### config.mk
export PLATFORM = sky130hd
export DESIGN_NAME = pp_column_loader
export DESIGN_NICKNAME = d
export VERILOG_FILES = /design/src/rtl/pp_column_loader.sv
export SDC_FILE = /design/constraint.sdc
export NUM_CORES = 1
export LEC_CHECK = 0
export CORE_AREA = 5 5 403 405
export DETAILED_ROUTE_END_ITERATION = 10
export DIE_AREA = 0 0 408 410
export HOLD_SLACK_MARGIN = 0.1
export SLEW_MARGIN = 20
export SYNTH_ARGS = -nofsm -noshare
export SYNTH_HDL_FRONTEND = slang
export SYNTH_SLANG_ARGS = --single-unit
### constraint.sdc
create_clock -name clk -period 1.7 [get_ports clk]
set_input_delay 0.17 -clock clk [delete_from_list [all_inputs] [get_ports clk]]
set_output_delay 0.17 -clock clk [all_outputs]
set_load 0.01 [all_outputs]
### src/rtl/pp_column_loader.sv
// Serial loader for a partial-product column array: each beat shifts one bit into every
// column, and after N beats the whole triangular frame is presented to the compressor.
//
// state   | meaning
// S_EMPTY | no beats held, fill_count = 0
// S_FILL  | partial frame, fill_count = 1..N-1
// S_FULL  | complete frame on cols_flat, waiting for out_ready
module pp_column_loader #(
    parameter int N            = 31,
    parameter bit CLEAR_ON_POP = 1'b1
) (
    input  logic                       clk,
    input  logic                       rst_n,
    input  logic                       flush,
    input  logic                       in_valid,
    output logic                       in_ready,
    input  logic [2*N-2:0]             din,
    output logic                       out_valid,
    input  logic                       out_ready,
    output logic [N*N-1:0]             cols_flat,
    output logic [$clog2(N+1)-1:0]     fill_count
);

    localparam int COLS  = 2*N - 1;
    localparam int TOTAL = N*N;
    localparam int CW    = $clog2(N+1);

    function automatic int col_depth(input int i);
        return (i + 1 < 2*N - 1 - i) ? i + 1 : 2*N - 1 - i;
    endfunction

    function automatic int col_offset(input int i);
        int s;
        s = 0;
        for (int k = 0; k < i; k++) s += col_depth(k);
        return s;
    endfunction

    typedef enum logic [1:0] {
        S_EMPTY = 2'd0,
        S_FILL  = 2'd1,
        S_FULL  = 2'd2
    } state_t;

    state_t            state, state_next;
    logic [CW-1:0]     fill_next;
    logic [TOTAL-1:0]  store, store_next;
    logic [TOTAL-1:0]  shift_base, shifted;
    logic              push, pop;

    assign out_valid = (state == S_FULL);
    assign in_ready  = !flush && (!out_valid || out_ready);
    assign push      = in_valid && in_ready;
    assign pop       = out_valid && out_ready;
    assign cols_flat = store;

    // A frame being popped in the same cycle is wiped before the new beat lands.
    assign shift_base = (pop && CLEAR_ON_POP) ? '0 : store;

    for (genvar i = 0; i < COLS; i++) begin : g_col
        localparam int D = col_depth(i);
        localparam int O = col_offset(i);
        if (D == 1) begin : g_single
            assign shifted[O] = din[i];
        end else begin : g_multi
            assign shifted[O+D-1:O] = {shift_base[O+D-2:O], din[i]};
        end
    end

    always_ff @(posedge clk or negedge rst_n) begin
        if (!rst_n) begin
            state      <= S_EMPTY;
            fill_count <= '0;
            store      <= '0;
        end else begin
            state      <= state_next;
            fill_count <= fill_next;
            store      <= store_next;
        end
    end

    always_comb begin
        fill_next  = fill_count;
        store_next = store;
        if (flush) begin
            fill_next  = '0;
            store_next = '0;
        end else if (push) begin
            store_next = shifted;
            fill_next  = pop ? CW'(1) : fill_count + CW'(1);
        end else if (pop) begin
            fill_next = '0;
            if (CLEAR_ON_POP) store_next = '0;
        end

        // State is a pure function of the beat count so the two can never disagree.
        if (fill_next == '0)
            state_next = S_EMPTY;
        else if (fill_next == CW'(N))
            state_next = S_FULL;
        else
            state_next = S_FILL;
    end

endmodule

# After elaboration in Yosys (flattened, before gate mapping)
# Index checks and enable logic that the tools add are counted.
[word_totals]
elab_cells = 24
regBits = 968
in_bits = 66
output_inout_bits = 968
[classes]
reduce_logical = 8
n_addsub = 1
muxes = 9
eq_ne = 2
[op_table]
columns = ["op", "n"]
rows = [
  ["two-way mux 961 bit", 3],
  ["two-way mux 5 bit", 4],
  ["adder 5 x 1 -> 5 bit (second input constant)", 1],
  ["equality test 5 bit (second input constant)", 1],
  ["zero test 5 bit", 1],
  ["two-way mux 2 bit", 2],
  ["logical AND 1 bit", 3],
  ["nonzero test 3 bit", 1],
  ["equality test 2 bit (second input constant)", 1],
  ["zero test 1 bit", 2],
  ["logical OR 1 bit", 1],
]

# Depth between registers and ports, before layout
[logic_depth]
word_depth = 10
mapped_depth = 9
depth_no_buf = 7

# Worst setup path before layout
# No wires, ideal clock.
[synth_path]
path_type = "flip-flop to flip-flop"
from = "register state[0]"
to = "register store[730], in the netlist cols_flat[730]"
required_time_ps = 1564
synth_period_minus_slack_ps = 1724
setup_time_ps = 136
n_path_buf = 4
setup_slack_ps = -24
arrival_time_ps = 1588
path_stages_with_launch = 9
cell_sequence = "dfrtp_1 or3b_1 clkbuf_1 and2_1 buf_2 buf_2 buf_2 nand2_1 a21oi_1"
[synth_between]
elab_chain_len = 7
elab_cells_between_ends = 9
cone_classes = "1 x eq/ne; 3 x mux; 5 x reduce/logical"
[synth_rtl]
columns = ["element", "line", "rtl"]
rows = [
  ["start, declared", "45", "state_t state, state_next;"],
  ["start signal, assigned", "76", "state <= state_next;"],
  ["equality test 2 bit *", "51", "assign out_valid = (state == S_FULL);"],
  ["zero test 1 bit", "52", "assign in_ready = !flush && (!out_valid || out_ready);"],
  ["logical OR 1 bit", "52", ""],
  ["logical AND 1 bit", "52", ""],
  ["logical AND 1 bit", "53", "assign push = in_valid && in_ready;"],
  ["two-way mux 961 bit *", "88", "end else if (push) begin"],
  ["two-way mux 961 bit *", "85", "if (flush) begin"],
  ["via store_next[730]", "47", "logic [TOTAL-1:0] store, store_next;"],
  ["end signal, assigned", "78", "store <= store_next;"],
  ["end, declared", "47", ""],
]
# The timed path passes the listed nets; every way through them passes the cells marked *. The select of a mux whose other input is x is not followed.
# A chain may end at the register's enable or synchronous reset.

# Worst setup path in the final report
[layout_path]
from = "register state[0]"
to = "register store[121], in the netlist cols_flat[121]"
# The elaborated chain is that of the path after synthesis.

==> flow_summary.toml <==
[critical_path]
start_kind = "register"
required_ns = 2.29
crit_fanout = 9
critical_path_class = "register to register"
cp-end-kind = "register"
cp.arrival_ns = 2.51

[floorplanning]
dieArea_um2 = 167300
rows = 146
die_h_um = 410
core_area_um2 = 158000
initial_utilization_pct = 24.25
die_w_um = 408
ios = 1034

[grt]
met3_usage_pct = 4.960
met2_usage_pct = 32.85
grt_pass1_vias = 35350
grt_util_all_layers_pct = 19.17
grt_start_max_net_pins = 99
grt-busiest-layer = "met2"
grt-ovfl-total = 0
met1_usage_pct = 22.69
grt_pass1_wl_um = 243600
antenna_found_initial = 12

[timing]
post-route-min-period_ns = 1.920
layout_worst_path_cycle_share_pct = 113.0
fin_ws_ns = -0.2203
hold_violations = 0
fmax_mhz = 520.7
worst_pin_slew_ns = 1.031
relSlewSlack_pct = 31.26
fin_hold_ws_ns = 0.1443
grt_setup_unrepaired = "yes"
setup_violations = 986
fin_skew_ns = 0.05713
drv_slew = 0

[status]
outcome = "finished with violations"
violations = "setup timing"

[clock_tree]
cts_tree = "built"
clock_path_buffers = 3
clkLatencyLatePin_ns = 0.75
root_buffer = "clkbuf_16"
tritoncts.num_buffers = 105
cts.reportedPaths.clkPinSlew_ns = 0.06
clock_sinks = 968
cts_max_level = 3

[power]
peakVddDrop_v = 0.0008966
p_per_area_nw_per_um2 = 851.5
total_leakage_power_nw = 27.87
finalPower_mw = 50.66

[flow_run]
drv_cap = 0

[logic_synthesis]
synth_edf_count = 0
synthArstFlopShare_pct = 100.0
synth_seq_cells = 968
ys_seq_area_share_pct = 63.22
syn_avg_cell_area_um2 = 9.094
netlist_instances = 4213
synth_cell_types = 34
syn_nets = 4280
synth-main-ff-cell = "dfrtp_1"
ys_warn_count = 0
netlist_area_um2 = 38310

[final_layout]
syn_to_final_growth_pct = 55.29
stdcell_count = 7727
drive_gt1_share_pct = 16.61
final_common_cell = "nand2_1"
postLayoutCoreUtil_pct = 37.65
final_cell_mix = "1825 x nand2_1, 920 x dfrtp_1, 895 x a21oi_1"
nets = 5635

[placement]
place_ws_ns = -0.5094
gp_congestion = 0.8692
io_buffers = 1033
dpl.cell_count = 7237
hpwl_um = 117100

[drt]
drc_errors = 0
viasPerCell = 4.684
ant_nets = 0
dr.pass1.iters = 6
drt_iter0_drc = 3280
wl_um = 175900
wire_per_inst_um = 22.76
vias = 36200

[worst_hold_path]
hold_class = "primary input to register"
-- sequential cells by signal (all words and copies together) (netlist names) --
signal and flops:
state 2, cols_flat 961, fill_count 5
-- logic make-up (layout without fill, tap and decap cells) --
| logic type | after synthesis | after routing | share of synthesized area (%) |
|---|---|---|---|
| buffers and inverters | 329 | 1762 | 4.569 |
| AO/OA/AOI/OAI | 967 | 967 | 12.69 |
| other | 0 | 8 | 0 |
| flip-flops | 968 | 968 | 63.22 |
| AND/OR/NAND/NOR | 1945 | 1946 | 19.41 |
| multiplexers | 1 | 1 | 0.02613 |
| XOR/XNOR | 2 | 2 | 0.04573 |
| adder cells (fa/ha/maj) | 1 | 1 | 0.03265 |
-- area by class of cell --
cell class	instances	area, um2
antenna	8	20.02
clock buffer	149	3033
clock inverter	37	481.7
fill	15980	98520
inverter	2	7.507
multi-input combinational	2917	12840
sequential	968	24280
tap	2072	2592
timing repair buffer	1574	16240
-- cells in the mapped netlist, types with 2 or more instances --
cell type / count / area share (%)
nor3_1: 2 / 0.026
nand2b_1: 5 / 0.082
dfrtp_1: 968 / 63
a22o_1: 2 / 0.046
inv_1: 2 / 0.020
clkbuf_1: 160 / 1.6
buf_6: 53 / 1.6
nand3_1: 62 / 0.81
buf_2: 82 / 1.1
o21ai_0: 2 / 0.026
a21oi_1: 960 / 13
buf_1: 30 / 0.29
nand2_1: 1861 / 18
nor2_1: 4 / 0.039
-- per-stage QoR --
| step | cell area [um2] | TNS [ns] |
|---|---|---|
| after floorplan | 38330 | -0.2711 |
| after global placement | 52180 | -311.35 |
| after detailed placement | 52180 | -342.62 |
| after CTS | 57830 | -108.67 |
| after global routing | 59490 | -178.50 |
| final | 59490 | -99.13 |
-- path summary, 6_finish.rpt --
check                                              start                  endpoint  slack (ns)  depth (start not counted)
min in group asynchronous                          rst_n  cols_flat[440]$_DFF_PN0_        0.18                          3
worst min register to register  cols_flat[676]$_DFF_PN0_  cols_flat[677]$_DFF_PN0_        0.50                          2
worst max register to register        state[0]$_DFF_PN0_  cols_flat[121]$_DFF_PN0_       -0.22                          8
worst min-delay path                             din[31]  cols_flat[496]$_DFF_PN0_        0.14                          3
max in group asynchronous                          rst_n  cols_flat[357]$_DFF_PN0_        0.37                          3
worst max-delay path                  state[0]$_DFF_PN0_  cols_flat[121]$_DFF_PN0_       -0.22                          8
-- where the power goes --
part | total, mW | switching (mW) | internal, mW
combinational | 4.08 | 2.52 | 1.56
sequential | 23.3 | 0.138 | 23.2
clock | 23.3 | 10.0 | 13.2
-- per-layer routing --
layer | part of all wire (%) | up-vias
met5 | 0.015 | -
met4 | 4.5 | 4
met3 | 7.3 | 335
met2 | 50 | 1392
met1 | 38 | 18130
li1 | - | 16340
-- worst max-delay path, cell delays in order, from the launching register on --
cell and delay, ns:
dfrtp_1 0.42, or3b_4 0.42, nand2b_4 0.12, buf_12 0.14, buf_12 0.12, clkbuf_16 0.17
clkbuf_16 0.16, nand2_1 0.06, a21oi_1 0.16
-- timing repair --
action                      CTS  global route
hold endpoints to repair   1026             0
gates cloned                 19            38
buffers inserted            166            22
hold buffers                 56             0
setup endpoints to repair  1910          1009
pin swaps                     8            36
resized for setup          1575           164
Power figures use the tool's default switching activity.
